--- src/rtl/dcnn_io_pkg.sv ---
// dcnn_io_pkg
// Shared definitions for the compressed-stream handler drivers. It holds the
// fetcher state encoding, the code-byte field positions and the default
// handler timeout.
// Ports: none (package).
package dcnn_io_pkg;

  typedef enum logic [2:0] {
    ST_IDLE,
    ST_RD1,
    ST_RD2,
    ST_CHECK,
    ST_ISSUE,
    ST_WAIT,
    ST_ADV,
    ST_FIN
  } fetch_state_e;

  // A code byte is {value bit[7], run[6:0]}.
  localparam int CODE_RUN_MSB    = 6;
  localparam int CODE_VAL_BIT    = 7;
  localparam int DEFAULT_TIMEOUT = 255;

  // Returns the run-length field zero-extended to a full byte.
  function automatic logic [7:0] code_run(input logic [7:0] code);
    code_run = {{(7 - CODE_RUN_MSB){1'b0}}, code[CODE_RUN_MSB:0]};
  endfunction

  // Returns the value bit of a code byte.
  function automatic logic code_val(input logic [7:0] code);
    code_val = code[CODE_VAL_BIT];
  endfunction

endpackage

--- src/rtl/pair_timeout_counter.sv ---
// pair_timeout_counter
// Watchdog for one handler transaction. Clearing reloads the count. Each
// enabled cycle counts down one step. o_expired rises in the enabled cycle
// that completes TIMEOUT waiting cycles.
// Ports:
//   i_clk      clock, posedge
//   i_rst      synchronous active-high reset
//   i_clr      reload the count (start of a transaction)
//   i_en       count this cycle (waiting for the handler)
//   o_expired  TIMEOUT enabled cycles have elapsed since the last clear
module pair_timeout_counter
  import dcnn_io_pkg::*;
#(
  parameter int TIMEOUT = DEFAULT_TIMEOUT
) (
  input  logic i_clk,
  input  logic i_rst,
  input  logic i_clr,
  input  logic i_en,
  output logic o_expired
);

  // A zero timeout would never expire, so one cycle is the floor.
  localparam int TMO   = (TIMEOUT < 1) ? 1 : TIMEOUT;
  localparam int CNT_W = $clog2(TMO + 1);
  localparam logic [CNT_W-1:0] LOAD = CNT_W'(TMO - 1);

  logic [CNT_W-1:0] r_count;

  always_ff @(posedge i_clk) begin
    if (i_rst) begin
      r_count <= LOAD;
    end else if (i_clr) begin
      r_count <= LOAD;
    end else if (i_en && (r_count != '0)) begin
      r_count <= r_count - CNT_W'(1);
    end
  end

  // The count reaches zero in the TIMEOUT-th enabled cycle.
  assign o_expired = i_en && (r_count == '0);

endmodule

--- src/rtl/compressed_pair_fetcher.sv ---
// compressed_pair_fetcher
// Walks a run-length stream of 2-byte code pairs in RAM. For each pair it
// reads both bytes over the DMA port and hands them to decompress_handler
// together with the destination bit pointer. It then waits for done and
// adopts the pointer that the handler returns.
// Ports:
//   clk, RST                      clock; synchronous active-high reset
//   start, srcBase, pairCount,
//   dstByteStart, dstBitStart     job launch and parameters
//   ramAddress, read_signal,
//   ramDataOut, doneRead          DMA read port
//   in1, in2, byteIndx, bitIndx,
//   work, working                 handler request
//   done, newByteIndx, newBitIndx handler response
//   busy, finished, timeoutErr,
//   pairsDone                     job status
//
// state  | meaning
// IDLE   | waiting for start
// RD1    | reading the first code byte of the pair
// RD2    | reading the second code byte of the pair
// CHECK  | skipping the pair if both run fields are zero
// ISSUE  | handler enabled, watchdog reloaded
// WAIT   | waiting for handler done or watchdog expiry
// ADV    | counting the pair, then next pair or finish
// FIN    | one-cycle wrap-up; finished pulses on the following cycle
module compressed_pair_fetcher
  import dcnn_io_pkg::*;
#(
  parameter int ADDR_W  = 16,
  parameter int TIMEOUT = DEFAULT_TIMEOUT
) (
  input  logic              clk,
  input  logic              RST,
  input  logic              start,
  input  logic [ADDR_W-1:0] srcBase,
  input  logic [15:0]       pairCount,
  input  logic [31:0]       dstByteStart,
  input  logic [2:0]        dstBitStart,
  output logic [ADDR_W-1:0] ramAddress,
  output logic              read_signal,
  input  logic [7:0]        ramDataOut,
  input  logic              doneRead,
  output logic [7:0]        in1,
  output logic [7:0]        in2,
  output logic [31:0]       byteIndx,
  output logic [2:0]        bitIndx,
  output logic              work,
  output logic              working,
  input  logic              done,
  input  logic [31:0]       newByteIndx,
  input  logic [2:0]        newBitIndx,
  output logic              busy,
  output logic              finished,
  output logic              timeoutErr,
  output logic [15:0]       pairsDone
);

  fetch_state_e      r_state;
  logic [ADDR_W-1:0] r_src_base;
  logic [15:0]       r_pair_count;
  logic [15:0]       r_pair_idx;
  logic [ADDR_W-1:0] r_ram_address;
  logic              r_read;
  logic [7:0]        r_in1;
  logic [7:0]        r_in2;
  logic [31:0]       r_byte_indx;
  logic [2:0]        r_bit_indx;
  logic              r_work;
  logic              r_busy;
  logic              r_finished;
  logic              r_timeout_err;
  logic [15:0]       r_pairs_done;

  logic [15:0]       w_next_idx;
  logic [ADDR_W-1:0] w_next_addr;
  logic [7:0]        w_run_sum;
  logic              w_expired;

  assign w_next_idx  = r_pair_idx + 16'd1;
  // Each pair is two bytes. The sum wraps at the top of RAM.
  assign w_next_addr = r_src_base + ADDR_W'({w_next_idx, 1'b0});
  assign w_run_sum   = code_run(r_in1) + code_run(r_in2);

  pair_timeout_counter #(
    .TIMEOUT (TIMEOUT)
  ) u_timeout (
    .i_clk     (clk),
    .i_rst     (RST),
    .i_clr     (r_state == ST_ISSUE),
    .i_en      (r_state == ST_WAIT),
    .o_expired (w_expired)
  );

  always_ff @(posedge clk) begin
    if (RST) begin
      r_state       <= ST_IDLE;
      r_src_base    <= '0;
      r_pair_count  <= '0;
      r_pair_idx    <= '0;
      r_ram_address <= '0;
      r_read        <= 1'b0;
      r_in1         <= '0;
      r_in2         <= '0;
      r_byte_indx   <= '0;
      r_bit_indx    <= '0;
      r_work        <= 1'b0;
      r_busy        <= 1'b0;
      r_finished    <= 1'b0;
      r_timeout_err <= 1'b0;
      r_pairs_done  <= '0;
    end else begin
      r_finished <= 1'b0;
      case (r_state)
        ST_IDLE: begin
          if (start) begin
            r_src_base    <= srcBase;
            r_pair_count  <= pairCount;
            r_pair_idx    <= '0;
            r_pairs_done  <= '0;
            r_timeout_err <= 1'b0;
            r_byte_indx   <= dstByteStart;
            r_bit_indx    <= dstBitStart;
            r_busy        <= 1'b1;
            if (pairCount == 16'd0) begin
              r_state <= ST_FIN;
            end else begin
              r_ram_address <= srcBase;
              r_read        <= 1'b1;
              r_state       <= ST_RD1;
            end
          end
        end
        ST_RD1: begin
          // The request stays up into RD2; only the address moves on.
          if (doneRead) begin
            r_in1         <= ramDataOut;
            r_ram_address <= r_ram_address + ADDR_W'(1);
            r_state       <= ST_RD2;
          end
        end
        ST_RD2: begin
          if (doneRead) begin
            r_in2   <= ramDataOut;
            r_read  <= 1'b0;
            r_state <= ST_CHECK;
          end
        end
        ST_CHECK: begin
          if (w_run_sum == 8'd0) begin
            r_state <= ST_ADV;
          end else begin
            r_work  <= 1'b1;
            r_state <= ST_ISSUE;
          end
        end
        ST_ISSUE: begin
          r_state <= ST_WAIT;
        end
        ST_WAIT: begin
          // done takes priority over an expiry in the same cycle.
          if (done) begin
            r_byte_indx <= newByteIndx;
            r_bit_indx  <= newBitIndx;
            r_work      <= 1'b0;
            r_state     <= ST_ADV;
          end else if (w_expired) begin
            r_timeout_err <= 1'b1;
            r_work        <= 1'b0;
            r_state       <= ST_FIN;
          end
        end
        ST_ADV: begin
          r_pair_idx   <= w_next_idx;
          r_pairs_done <= r_pairs_done + 16'd1;
          if (w_next_idx == r_pair_count) begin
            r_state <= ST_FIN;
          end else begin
            r_ram_address <= w_next_addr;
            r_read        <= 1'b1;
            r_state       <= ST_RD1;
          end
        end
        ST_FIN: begin
          r_finished <= 1'b1;
          r_busy     <= 1'b0;
          r_state    <= ST_IDLE;
        end
        default: begin
          r_state <= ST_IDLE;
        end
      endcase
    end
  end

  assign ramAddress  = r_ram_address;
  assign read_signal = r_read;
  assign in1         = r_in1;
  assign in2         = r_in2;
  assign byteIndx    = r_byte_indx;
  assign bitIndx     = r_bit_indx;
  assign work        = r_work;
  assign working     = r_work;
  assign busy        = r_busy;
  assign finished    = r_finished;
  assign timeoutErr  = r_timeout_err;
  assign pairsDone   = r_pairs_done;

endmodule

--- config.mk ---
export PLATFORM = sky130hd
export DESIGN_NAME = compressed_pair_fetcher
export DESIGN_NICKNAME = d
export VERILOG_FILES = /design/src/rtl/dcnn_io_pkg.sv /design/src/rtl/pair_timeout_counter.sv /design/src/rtl/compressed_pair_fetcher.sv
export SDC_FILE = /design/constraint.sdc
export NUM_CORES = 1
export LEC_CHECK = 0
export BUFFER_PORTS_ARGS = -buffer_cell sky130_fd_sc_hd__buf_2
export CAP_MARGIN = 20
export CORE_MARGIN = 1.5
export CORE_UTILIZATION = 40
export DETAILED_ROUTE_END_ITERATION = 7
export SYNTH_ARGS = -nofsm -noshare
export SYNTH_HDL_FRONTEND = slang
export SYNTH_SLANG_ARGS = --single-unit
--- constraint.sdc ---
create_clock -name clk -period 4.14 [get_ports clk]
set_input_delay 0.207 -clock clk [delete_from_list [all_inputs] [get_ports clk]]
set_output_delay 0.207 -clock clk [all_outputs]
set_load 0.02 [all_outputs]
==> run metrics <==
postcts setup bufs 0; worst-skew pair later-pin latency about 0.42 ns; Pwr Density around 440 nW/um^2; Die Y between 100 and 150 um; IO Port Bufs between 200 and 250; critical path class reg2reg; hold wc startpoint ramDataOut[0]; design area 9887 um^2; fin crit share 83.39%; Clock transition at path regs roughly 0.06 ns; CP max FO 9; Initial DRC Count roughly 340; Routed WL 22810 um; ys flop type dfxtp_1; CTS tree built; EDFF count, synth 0; register area share after synthesis 36.62%; fmax between 200 and 300 MHz; Routed Antenna Nets 0; CTS root buf clkbuf_16; worst path arrival time approximately 3.8 ns; Crit. Startpoint r_pair_idx[0]; leakage roughly 0.0045 uW; Die Area 20950 um^2; R2R depth 12; Setup violations, final 0; #FFs+latches synth roughly 150; vias 7668; total number of placement rows roughly 50; Placer Congestion around 0.86; die width roughly 140 um; Max Buffers Root-to-Sink 2; Critical Path Source Type flip-flop; share of layout cells above drive strength 1 22.67%; Reg area between 2000 and 3000 um^2; Fin. Hold Viols 0; main combinational cell family by area after synthesis simple AND/OR/NAND/NOR gates; drt first pass iters 5; Max Clock Skew 0.007983 ns; crit path to ramAddress[14]; cts hold-fix bufs 0; Routed WL per cell ~16 um; drc violations 0; vias in the first global route between 6000 and 7000; Min Clock Period, post-route 3.452 ns; DR vias/cell approximately 5.3; P&R area growth vs syn 23.03%; fin. max-slew vios 0; # IOs approximately 200; # resized after CTS 0; total CTS buffers 17; Starting Density between 40% and 50%; Min-Delay Path Class in2reg; GRT overflow 0; # fillers a little under 2000; complex-gate fraction of the synthesized area around 18%; Synth Cell Area 8036 um^2; status finished, final reports clean; first-pass GRT wire length 35570 um; Avg Cell Area, Syn 8.045 um^2; MaxCap Viol Count 0; GRT Util Overall roughly 22%; syn nets 1146; register-to-register setup slack a little under 0.7 ns; CTS Sinks between 100 and 150; RSZ-0062 raised after global routing no; Critical R2R Launch r_pair_idx[0]; CP Data Required Time about 4.5 ns; final hold slack between 0.02 and 0.025 ns; setup_tns 0 ns; post-synth cell types 67; mux cell area share after synthesis approximately 6%; initial antenna violation count 2; Slew HR between 40% and 50%; fin nets ~1300; largest net degree at the start of global routing 94; area of the multi-input gates around 4800 um^2; Core Footprint ~20000 um^2; Post-DP Area 9226 um^2; YS warnings 0; Slew @ Worst Pin just under 0.9 ns; Synth Area in XOR/XNOR under 10%; Synth Area in Simple Gates 23.35%; CP endpoint kind flip-flop; HPWL after DPL around 17000 um; peak supply drop approximately 0.25 mV; FF-to-FF End ramAddress[14]; CTS H-tree lvls 4; fraction of synthesis flops using an asynchronous set or reset pin 0%; Post-Synthesis Cells between 900 and 1000; area share of fa/ha/maj cells after synthesis under 10%
==> through the flow <==
step	utilization (%)	power, uW	cells	worst slack [ns]
2_1_floorplan	-	2356	999	1.146
3_3_place_gp	47.06	2677	1414	0.7931
3_5_place_dp	47.10	2689	1415	0.7346
4_1_cts	50.46	4434	1447	0.6774
5_1_grt	50.46	4603	1447	0.3440
6_report	50.47	4385	1448	0.6879
==> area by class of cell <==
type / count / area share, %
multi-input cells: 772 / 48.25
flip-flops and latches: 147 / 29.76
repair buffers: 215 / 11.34
clock buffers: 20 / 4.619
well taps: 265 / 3.354
clock inverters: 12 / 2.037
inverters: 16 / 0.6074
diodes: 1 / 0.02531
==> critical path, stage by stage, from the launching register on <==
cell	delay, ns
dfxtp_1	0.49
ha_1	0.36
nand4_4	0.18
or2_2	0.35
xnor2_1	0.20
ha_1	0.25
nor3_1	0.09
and3_1	0.17
or3_1	0.44
o31ai_1	0.35
nand4b_1	0.14
o311a_1	0.14
o31ai_1	0.21
==> worst min path at each step <==
stage	endpoint	slack, ns	cells after the start
after floorplan	r_src_base[0]	0.34	2
after global placement	r_src_base[0]	0.45	2
after detailed placement	r_src_base[0]	0.45	2
after CTS	in1[0]	0.01	3
after global routing	in2[3]	0.02	3
final	in1[0]	0.02	3
==> report_power, final <==
group | switching (uW) | internal, uW
Combinational | 599 | 363
Sequential | 134 | 1560
Clock | 627 | 1100
==> cells in the final DEF (no fill, tap or decap), types with 6 or more instances in the layout <==
cell type / instances
or2_2: 6
a22oi_1: 17
nand4_1: 11
clkbuf_16: 17
a21oi_1: 94
nand2b_1: 8
nand3_1: 32
a211oi_1: 39
mux2i_1: 46
a31oi_1: 10
o21ai_0: 37
buf_2: 202
nor2_1: 116
nor4_1: 12
nand2_1: 140
xnor2_1: 31
and3_1: 14
dfxtp_1: 147
inv_1: 16
buf_4: 12
xor2_1: 23
ha_1: 30
nor3_1: 28
==> kinds of logic (layout without fill, tap and decap cells) <==
kind of cell,after synthesis,count (layout)
xor+xnor,55,55
fa+ha+maj,32,32
other cells,0,1
buf+inv,80,263
simple gates,399,399
compound gates,238,238
mux,48,48
flops,147,147
==> sequential cells by signal, indices dropped and copies added, names as in the netlist <==
register,flops
byteIndx,32
pairsDone,16
r_pair_count,16
r_pair_idx,16
r_src_base,16
ramAddress,16
in1,8
in2,8
u_timeout.r_count,8
bitIndx,3
r_state,3
busy,1
finished,1
read_signal,1
timeoutErr,1
work,1
==> routing by layer <==
metal | track usage, % | share of wire (%) | vias up
met2 | 35.61 | 48 | 180
met5 | 0 | 0.048 | -
met3 | 4.870 | 4.9 | 20
met4 | 5.954 | 1.1 | 2
li1 | - | - | 3900
met1 | 28.57 | 46 | 3566
==> Yosys cell counts, types with 3 or more instances <==
| library cell | instances | area [um^2] |
|---|---|---|
| a211oi_1 | 39 | 292.8 |
| a21o_1 | 3 | 22.52 |
| a21oi_1 | 94 | 470.5 |
| a22oi_1 | 17 | 127.6 |
| a31oi_1 | 10 | 62.56 |
| and3_1 | 14 | 87.58 |
| and4_1 | 5 | 43.79 |
| buf_1 | 7 | 26.28 |
| buf_2 | 7 | 35.03 |
| buf_4 | 3 | 22.52 |
| clkbuf_1 | 45 | 168.9 |
| dfxtp_1 | 147 | 2943 |
| ha_1 | 30 | 375.4 |
| inv_1 | 16 | 60.06 |
| mux2i_1 | 46 | 460.4 |
| nand2_1 | 140 | 525.5 |
| nand2b_1 | 8 | 50.05 |
| nand3_1 | 32 | 160.2 |
| nand3b_1 | 5 | 37.54 |
| nand4_1 | 11 | 68.82 |
| nor2_1 | 116 | 435.4 |
| nor2b_1 | 4 | 25.02 |
| nor3_1 | 29 | 145.1 |
| nor4_1 | 12 | 75.07 |
| o21a_1 | 4 | 30.03 |
| o21ai_0 | 37 | 185.2 |
| o22ai_1 | 5 | 31.28 |
| o31ai_1 | 5 | 37.54 |
| or2_2 | 6 | 37.54 |
| or3_1 | 3 | 18.77 |
| xnor2_1 | 31 | 271.5 |
| xor2_1 | 23 | 201.4 |
Note: power is estimated with default switching activity, not from simulation.
